[src/rtl/decode_stage.sv]
`default_nettype none
// ============================================================================
// decode_stage: RV32I(M) decode with a small instruction queue and a registered
// output toward execute. Define DECODE_RVM_EN to decode the M extension.
// Rev 1.0
// ============================================================================
module decode_stage #(
  parameter int DEPTH = 4,
  parameter int XLEN  = 32,
  parameter int CNT_W = $clog2(DEPTH) + 1
) (
  input  logic             clk,
  input  logic             rst,
  input  logic             flush,
  input  logic             in_valid,
  output logic             in_ready,
  input  logic [31:0]      in_inst,
  input  logic [XLEN-1:0]  in_pc,
  output logic             out_valid,
  input  logic             out_ready,
  output logic [XLEN-1:0]  out_pc,
  output logic [4:0]       out_rs1,
  output logic [4:0]       out_rs2,
  output logic [4:0]       out_rd,
  output logic [31:0]      out_imm,
  output logic [4:0]       out_alu_ctl,
  output logic             out_alu_src1,
  output logic             out_alu_src2,
  output logic [1:0]       out_wb_sel,
  output logic             out_reg_wr,
  output logic             out_mem_rd,
  output logic             out_mem_wr,
  output logic [2:0]       out_rw_type,
  output logic [5:0]       out_br,
  output logic             out_jal,
  output logic             out_jalr,
  output logic             out_illegal,
  output logic [CNT_W-1:0] fifo_count
);
  localparam int PTR_W = $clog2(DEPTH);

  localparam logic [6:0] c_OP_LUI    = 7'b0110111;
  localparam logic [6:0] c_OP_AUIPC  = 7'b0010111;
  localparam logic [6:0] c_OP_JAL    = 7'b1101111;
  localparam logic [6:0] c_OP_JALR   = 7'b1100111;
  localparam logic [6:0] c_OP_BRANCH = 7'b1100011;
  localparam logic [6:0] c_OP_LOAD   = 7'b0000011;
  localparam logic [6:0] c_OP_STORE  = 7'b0100011;
  localparam logic [6:0] c_OP_IMM    = 7'b0010011;
  localparam logic [6:0] c_OP_REG    = 7'b0110011;

  localparam logic [4:0] c_ALU_ADD  = 5'd0;
  localparam logic [4:0] c_ALU_SUB  = 5'd1;
  localparam logic [4:0] c_ALU_AND  = 5'd10;
  localparam logic [4:0] c_ALU_OR   = 5'd11;
  localparam logic [4:0] c_ALU_XOR  = 5'd12;
  localparam logic [4:0] c_ALU_SLL  = 5'd14;
  localparam logic [4:0] c_ALU_SRL  = 5'd15;
  localparam logic [4:0] c_ALU_SRA  = 5'd16;
  localparam logic [4:0] c_ALU_SLTU = 5'd17;
  localparam logic [4:0] c_ALU_SLT  = 5'd18;
`ifdef DECODE_RVM_EN
  localparam logic [4:0] c_ALU_MUL  = 5'd2;
`endif

  logic [31:0]      r_q_inst [DEPTH];
  logic [XLEN-1:0]  r_q_pc   [DEPTH];
  logic [PTR_W-1:0] r_wr_ptr, r_rd_ptr;
  logic [CNT_W-1:0] r_count;

  logic w_push, w_pop;
  logic [31:0] w_inst;
  logic [6:0]  w_op, w_f7;
  logic [2:0]  w_f3;
  logic [31:0] w_imm_i, w_imm_s, w_imm_b, w_imm_u, w_imm_j;
  logic [31:0] w_imm;
  logic [4:0]  w_alu_ctl;
  logic        w_src1, w_src2, w_reg_wr, w_mem_rd, w_mem_wr, w_jal, w_jalr, w_illegal;
  logic [1:0]  w_wb_sel;
  logic [2:0]  w_rw_type;
  logic [5:0]  w_br;

  // A flush frees the queue at the next edge, so fetch may keep offering.
  assign in_ready   = (r_count != CNT_W'(DEPTH)) | flush;
  assign w_push     = in_valid & in_ready;
  assign w_pop      = (r_count != '0) & (~out_valid | out_ready);
  assign fifo_count = r_count;

  assign w_inst  = r_q_inst[r_rd_ptr];
  assign w_op    = w_inst[6:0];
  assign w_f3    = w_inst[14:12];
  assign w_f7    = w_inst[31:25];
  assign w_imm_i = {{20{w_inst[31]}}, w_inst[31:20]};
  assign w_imm_s = {{20{w_inst[31]}}, w_inst[31:25], w_inst[11:7]};
  assign w_imm_b = {{19{w_inst[31]}}, w_inst[31], w_inst[7], w_inst[30:25], w_inst[11:8], 1'b0};
  assign w_imm_u = {w_inst[31:12], 12'h000};
  assign w_imm_j = {{11{w_inst[31]}}, w_inst[31], w_inst[19:12], w_inst[20], w_inst[30:21], 1'b0};

  function automatic logic [4:0] f_base_alu(input logic [2:0] f3);
    case (f3)
      3'd0:    return c_ALU_ADD;
      3'd1:    return c_ALU_SLL;
      3'd2:    return c_ALU_SLT;
      3'd3:    return c_ALU_SLTU;
      3'd4:    return c_ALU_XOR;
      3'd5:    return c_ALU_SRL;
      3'd6:    return c_ALU_OR;
      default: return c_ALU_AND;
    endcase
  endfunction

  always_comb begin
    w_imm = '0; w_alu_ctl = c_ALU_ADD; w_src1 = 1'b0; w_src2 = 1'b0;
    w_wb_sel = 2'd0; w_reg_wr = 1'b0; w_mem_rd = 1'b0; w_mem_wr = 1'b0;
    w_rw_type = 3'd0; w_br = '0; w_jal = 1'b0; w_jalr = 1'b0; w_illegal = 1'b0;
    case (w_op)
      c_OP_LUI:   begin w_imm = w_imm_u; w_wb_sel = 2'd2; w_reg_wr = 1'b1; end
      c_OP_AUIPC: begin w_imm = w_imm_u; w_src1 = 1'b1; w_src2 = 1'b1; w_wb_sel = 2'd1; w_reg_wr = 1'b1; end
      c_OP_JAL:   begin w_imm = w_imm_j; w_src1 = 1'b1; w_src2 = 1'b1; w_reg_wr = 1'b1; w_jal = 1'b1; end
      c_OP_JALR:  begin w_imm = w_imm_i; w_src2 = 1'b1; w_reg_wr = 1'b1; w_jalr = 1'b1; end
      c_OP_BRANCH: begin
        w_imm = w_imm_b; w_src1 = 1'b1; w_src2 = 1'b1;
        case (w_f3)
          3'd0:    w_br = 6'b000001;
          3'd1:    w_br = 6'b000010;
          3'd4:    w_br = 6'b000100;
          3'd5:    w_br = 6'b001000;
          3'd6:    w_br = 6'b010000;
          3'd7:    w_br = 6'b100000;
          default: w_illegal = 1'b1;
        endcase
      end
      c_OP_LOAD: begin
        w_imm = w_imm_i; w_src2 = 1'b1; w_wb_sel = 2'd3; w_reg_wr = 1'b1;
        w_mem_rd = 1'b1; w_rw_type = w_f3;
        if (w_f3 == 3'd3 || w_f3 >= 3'd6) w_illegal = 1'b1;
      end
      c_OP_STORE: begin
        w_imm = w_imm_s; w_src2 = 1'b1; w_mem_wr = 1'b1; w_rw_type = w_f3;
        if (w_f3 > 3'd2) w_illegal = 1'b1;
      end
      c_OP_IMM: begin
        w_imm = w_imm_i; w_src2 = 1'b1; w_wb_sel = 2'd1; w_reg_wr = 1'b1;
        w_alu_ctl = f_base_alu(w_f3);
        if (w_f3 == 3'd1 && w_f7 != 7'h00) w_illegal = 1'b1;
        if (w_f3 == 3'd5) begin
          if (w_f7 == 7'h20)      w_alu_ctl = c_ALU_SRA;
          else if (w_f7 != 7'h00) w_illegal = 1'b1;
        end
      end
      c_OP_REG: begin
        w_wb_sel = 2'd1; w_reg_wr = 1'b1;
        case (w_f7)
          7'h00: w_alu_ctl = f_base_alu(w_f3);
          7'h20: begin
            if (w_f3 == 3'd0)      w_alu_ctl = c_ALU_SUB;
            else if (w_f3 == 3'd5) w_alu_ctl = c_ALU_SRA;
            else                   w_illegal = 1'b1;
          end
`ifdef DECODE_RVM_EN
          7'h01: w_alu_ctl = c_ALU_MUL + {2'b00, w_f3};
`endif
          default: w_illegal = 1'b1;
        endcase
      end
      default: w_illegal = 1'b1;
    endcase
    if (w_inst[1:0] != 2'b11) w_illegal = 1'b1;
    // Illegal words pass through inert: no side effects, no operands selected.
    if (w_illegal) begin
      w_imm = '0; w_alu_ctl = c_ALU_ADD; w_src1 = 1'b0; w_src2 = 1'b0;
      w_wb_sel = 2'd0; w_reg_wr = 1'b0; w_mem_rd = 1'b0; w_mem_wr = 1'b0;
      w_rw_type = 3'd0; w_br = '0; w_jal = 1'b0; w_jalr = 1'b0;
    end
    if (w_inst[11:7] == 5'd0) w_reg_wr = 1'b0;
  end

  always_ff @(posedge clk) begin
    if (w_push && !flush) begin
      r_q_inst[r_wr_ptr] <= in_inst;
      r_q_pc[r_wr_ptr]   <= in_pc;
    end
  end

  always_ff @(posedge clk or posedge rst) begin
    if (rst) begin
      r_wr_ptr <= '0; r_rd_ptr <= '0; r_count <= '0; out_valid <= 1'b0;
      out_pc <= '0; out_rs1 <= '0; out_rs2 <= '0; out_rd <= '0; out_imm <= '0;
      out_alu_ctl <= '0; out_alu_src1 <= 1'b0; out_alu_src2 <= 1'b0; out_wb_sel <= '0;
      out_reg_wr <= 1'b0; out_mem_rd <= 1'b0; out_mem_wr <= 1'b0; out_rw_type <= '0;
      out_br <= '0; out_jal <= 1'b0; out_jalr <= 1'b0; out_illegal <= 1'b0;
    end else if (flush) begin
      r_wr_ptr <= '0; r_rd_ptr <= '0; r_count <= '0; out_valid <= 1'b0;
    end else begin
      if (w_push) r_wr_ptr <= r_wr_ptr + PTR_W'(1);
      if (w_pop)  r_rd_ptr <= r_rd_ptr + PTR_W'(1);
      if (w_push && !w_pop)      r_count <= r_count + CNT_W'(1);
      else if (!w_push && w_pop) r_count <= r_count - CNT_W'(1);
      if (w_pop) begin
        out_valid <= 1'b1;
        out_pc <= r_q_pc[r_rd_ptr]; out_rs1 <= w_inst[19:15]; out_rs2 <= w_inst[24:20];
        out_rd <= w_inst[11:7]; out_imm <= w_imm; out_alu_ctl <= w_alu_ctl;
        out_alu_src1 <= w_src1; out_alu_src2 <= w_src2; out_wb_sel <= w_wb_sel;
        out_reg_wr <= w_reg_wr; out_mem_rd <= w_mem_rd; out_mem_wr <= w_mem_wr;
        out_rw_type <= w_rw_type; out_br <= w_br; out_jal <= w_jal; out_jalr <= w_jalr;
        out_illegal <= w_illegal;
      end else if (out_ready) begin
        out_valid <= 1'b0;
      end
    end
  end
endmodule
`default_nettype wire

[config.mk]
export PLATFORM = sky130hd
export DESIGN_NAME = decode_stage
export DESIGN_NICKNAME = d
export VERILOG_FILES = /design/src/rtl/decode_stage.sv
export SDC_FILE = /design/constraint.sdc
export NUM_CORES = 1
export LEC_CHECK = 0
export CORE_UTILIZATION = 55
export CTS_CLUSTER_SIZE = 24
export DETAILED_ROUTE_END_ITERATION = 6
export MAX_ROUTING_LAYER = met4
export PLACE_DENSITY = 0.79
export SYNTH_ARGS = -nofsm -noshare
export SYNTH_HDL_FRONTEND = slang
export SYNTH_SLANG_ARGS = --single-unit
[constraint.sdc]
create_clock -name clk -period 4.5 [get_ports clk]
set_input_delay 0.9 -clock clk [delete_from_list [all_inputs] [get_ports clk]]
set_output_delay 0.9 -clock clk [all_outputs]
set_load 0.01 [all_outputs]
==> qor.tcl <==
set qor(layout_area_overhead_pct) 23.4
set qor(area_used_by_sequential_logic_in_the_layout_um2) 10500
set qor(synth_flop_cell) {sky130_fd_sc_hd__edfxtp_1}
set qor(critPathCaptureType) {output port}
set qor(clk_latency_ns) 0.51
set qor(drt_pre_antenna_iters) 5
set qor(postCtsHoldBufs) 0
set qor(netlist_instances) 873
set qor(power.static_leakage_nw) 6.33
set qor(finalNetCount) 1124
set qor(min_period_ns) 3.60
set qor(cellPowerDensity_nw_per_um2) 553
set qor(synth.cell_area_um2) 14200
set qor(routedWlPerCell_um) 20.8
set qor(worst-endpoint-required_ns) 3.60
set qor(totalNegativeSetupSlack_ns) 0
set qor(vias_per_cell) 5.77
set qor(gr-total-overflow) 0
set qor(fmax_ghz) 0.278
set qor(die_area_um2) 26500
set qor(post_synth.cell_area_avg_um2) 16.3
set qor(globalplace.congestion) 0.854
set qor(total_clock_buffers_created_by_cts) 36
set qor(route.final.wire_length_um) 29400
set qor(power.ir.vdd_worst_uv) 365
set qor(worst_slew_margin_rel_pct) 36.9
set qor(die-width_um) 163
set qor(cts_tree) {yes}
set qor(number_of_top_level_pins) 177
set qor(global_route.usage.total_pct) 23.8
set qor(ctsResizeCount) 0
set qor(share_of_the_cycle_needed_by_the_critical_path_after_routing_pct) 80.1
set qor(post-cts-setup-buffer-count) 0
set qor(synth_warnings) 0
set qor(drc) 0
set qor(reg2regPathDepth) 6
set qor(number_of_nets_produced_by_synthesis) 947
set qor(detailedPlacementHpwl_um) 18700
set qor(worst-setup-path-type) {input port to output port}
set qor(grt_max_degree) 79
set qor(met3RoutedLength_um) 2040
set qor(vias) 8152
set qor(grt_pass1_wl_um) 46100
set qor(cts.root.buffer_cell) {sky130_fd_sc_hd__clkbuf_16}
set qor(worst_hold_path_depth) 2
set qor(initial_utilization_pct) 56.2
set qor(core_region_area_um2) 25300
set qor(timing.critical_path.fanout_max) 11
set qor(worst_setup_hold_path_clk_slew_ns) 0.05
set qor(outcome) {finished, final reports clean}
set qor(wl_met1_um) 12400
set qor(first_global_vias) 8139
set qor(drive_gt1_share_pct) 14.0
set qor(maxSlewViolCount) 0
set qor(cts_num_sinks) 367
set qor(yosysSeqAreaShare_pct) 73.5
set qor(report.final.hold_viol_count) 0
set qor(layout.cells.most_common) {sky130_fd_sc_hd__edfxtp_1}
set qor(routed.top_layer) {met4}
set qor(setup_failing_eps_final) 0
set qor(synth_async_reset_ratio_pct) 30.2
set qor(final_cell_mix) {sky130_fd_sc_hd__edfxtp_1, sky130_fd_sc_hd__nand2_1, sky130_fd_sc_hd__clkdlybuf4s50_1, sky130_fd_sc_hd__dfrtp_1, sky130_fd_sc_hd__mux4_2}
set qor(clockBufferDepth) 3
set qor(floorplan.die.height_um) 163
set qor(rows) 58
set qor(route.met2.wl_um) 14100
set qor(synthDistinctLibCells) 61
set qor(filler_cell_count) 1675
set qor(skew_ns) 0.0141
set qor(area_taken_by_multi_input_logic_gates_um2) 3540
set qor(worst_pin_slew_ns) 0.947
set qor(antenna_found_initial) 5
set qor(synth.ff_latch_count) 367
set qor(detail-route-antenna-nets) 0
set qor(unrepaired_setup_endpoints_after_global_routing) {false}
set qor(critical_path.startpoint_type) {input port}
set qor(initial_drc_count) 778
set qor(number_of_buffers_inserted_by_port_buffering) 176
set qor(wp_data_arrival_ns) 2.70
set qor(power.total_mw) 9.72
set qor(synth_edf_count) 256
set qor(worst_hold_path_type) {flop to flop}
set qor(cap_violations) 0
set qor(cts.htree.levels) 2
## flip-flops by register name, summed over array words and instances (netlist names)
signal        cells
r_q_inst        128
r_q_pc          128
out_imm          32
out_pc           32
out_br            6
out_alu_ctl       5
out_rd            5
out_rs1           5
out_rs2           5
fifo_count        3
out_rw_type       3
out_wb_sel        2
r_rd_ptr          2
r_wr_ptr          2
out_alu_src1      1
out_alu_src2      1
out_illegal       1
out_jal           1
out_jalr          1
out_mem_rd        1
out_mem_wr        1
out_reg_wr        1
out_valid         1
## final timing paths
path	start	to	slack, ns
setup / recovery	flush	in_ready	0.90
hold / removal	out_rs2[2]	out_rs2[2]	0.48
setup reg to reg	r_rd_ptr[0]	out_imm[10]	1.04
hold reg to reg	out_rs2[2]	out_rs2[2]	0.48
max in group asynchronous	rst	fifo_count[0]	2.75
min in group asynchronous	rst	r_rd_ptr[1]	0.82
## area by class of cell
| cell class | count | share of cell area [%] |
|---|---|---|
| Sequential cell | 367 | 59.6 |
| Multi-Input combinational cell | 448 | 20.1 |
| Timing Repair Buffer | 189 | 10.9 |
| Clock buffer | 54 | 6.21 |
| Tap cell | 330 | 2.35 |
| Clock inverter | 10 | 0.591 |
| Inverter | 8 | 0.185 |
| Antenna cell | 6 | 0.0854 |
## cells in the mapped netlist (2+ instances only)
| master | number | area, um^2 |
|---|---|---|
| sky130_fd_sc_hd__a211oi_1 | 2 | 15.0 |
| sky130_fd_sc_hd__a21oi_1 | 27 | 135 |
| sky130_fd_sc_hd__a22o_1 | 18 | 158 |
| sky130_fd_sc_hd__a32o_1 | 14 | 140 |
| sky130_fd_sc_hd__and2_1 | 7 | 43.8 |
| sky130_fd_sc_hd__and3_1 | 2 | 12.5 |
| sky130_fd_sc_hd__and3b_1 | 2 | 17.5 |
| sky130_fd_sc_hd__buf_1 | 11 | 41.3 |
| sky130_fd_sc_hd__buf_2 | 9 | 45.0 |
| sky130_fd_sc_hd__buf_4 | 2 | 15.0 |
| sky130_fd_sc_hd__buf_6 | 4 | 45.0 |
| sky130_fd_sc_hd__clkbuf_1 | 24 | 90.1 |
| sky130_fd_sc_hd__dfrtp_1 | 111 | 2780 |
| sky130_fd_sc_hd__edfxtp_1 | 256 | 7690 |
| sky130_fd_sc_hd__ha_1 | 4 | 50.1 |
| sky130_fd_sc_hd__inv_1 | 7 | 26.3 |
| sky130_fd_sc_hd__mux2_2 | 2 | 22.5 |
| sky130_fd_sc_hd__mux2i_1 | 2 | 20.0 |
| sky130_fd_sc_hd__mux4_2 | 63 | 1420 |
| sky130_fd_sc_hd__nand2_1 | 187 | 702 |
| sky130_fd_sc_hd__nand2b_1 | 4 | 25.0 |
| sky130_fd_sc_hd__nand3_1 | 5 | 25.0 |
| sky130_fd_sc_hd__nand3b_1 | 2 | 15.0 |
| sky130_fd_sc_hd__nand4b_1 | 2 | 17.5 |
| sky130_fd_sc_hd__nor2_1 | 19 | 71.3 |
| sky130_fd_sc_hd__nor2b_1 | 6 | 37.5 |
| sky130_fd_sc_hd__nor3_1 | 4 | 20.0 |
| sky130_fd_sc_hd__nor4_1 | 2 | 12.5 |
| sky130_fd_sc_hd__o21a_1 | 6 | 45.0 |
| sky130_fd_sc_hd__o21ai_0 | 7 | 35.0 |
| sky130_fd_sc_hd__o21ai_1 | 19 | 95.1 |
| sky130_fd_sc_hd__o31ai_1 | 4 | 30.0 |
| sky130_fd_sc_hd__or2_2 | 2 | 12.5 |
| sky130_fd_sc_hd__or3_1 | 5 | 31.3 |
| sky130_fd_sc_hd__or4_1 | 2 | 15.0 |
| sky130_fd_sc_hd__xnor2_1 | 5 | 43.8 |
## routing by layer
layer  global-route usage, %  up-vias
li1                        -     3668
met1                    32.7     4108
met2                    36.2      318
met3                    4.56       58
met4                    8.07        0
met5                       -        -
## metrics by stage
step | instance area (um^2) | hold WS [ns] | instances | setup slack (ns) | util (%)
6_report | 17600 | 0.475 | 1412 | 0.897 | 69.4
5_1_grt | 17600 | 0.496 | 1411 | 0.835 | 69.4
4_1_cts | 17600 | 0.477 | 1406 | 0.897 | 69.3
3_5_place_dp | 16400 | 0.462 | 1342 | 0.862 | 64.6
3_3_place_gp | 16400 | 0.461 | 1342 | 0.882 | 64.6
2_1_floorplan | 14200 | 0.511 | 873 | 0.669 | -
## logic make-up (layout without fill, tap and decap cells)
| logic type | after synthesis | in the layout | synth area share [%] |
|---|---|---|---|
| simple gates | 259 | 259 | 8.01 |
| compound gates | 111 | 111 | 5.54 |
| fa+ha+maj | 5 | 5 | 0.492 |
| xor+xnor | 6 | 6 | 0.369 |
| other cells | 0 | 6 | 0 |
| flops | 367 | 367 | 73.5 |
| mux | 67 | 67 | 10.3 |
| buf+inv | 58 | 261 | 1.87 |
## worst max-delay path, cell delays in order
cell                              delay, ns
sky130_fd_sc_hd__clkdlybuf4s50_1       0.58
sky130_fd_sc_hd__or4b_2                0.71
sky130_fd_sc_hd__clkdlybuf4s50_1       0.51
## power breakdown
group          internal, mW  switching, mW  leakage [nW]  total, mW
clock network          1.80           1.20         0.586       3.00
logic                  1.16           1.32          1.96       2.48
registers              3.99          0.254          3.79       4.24
total                  6.94           2.78          6.33       9.72
Note: power is estimated with default switching activity, not from simulation.
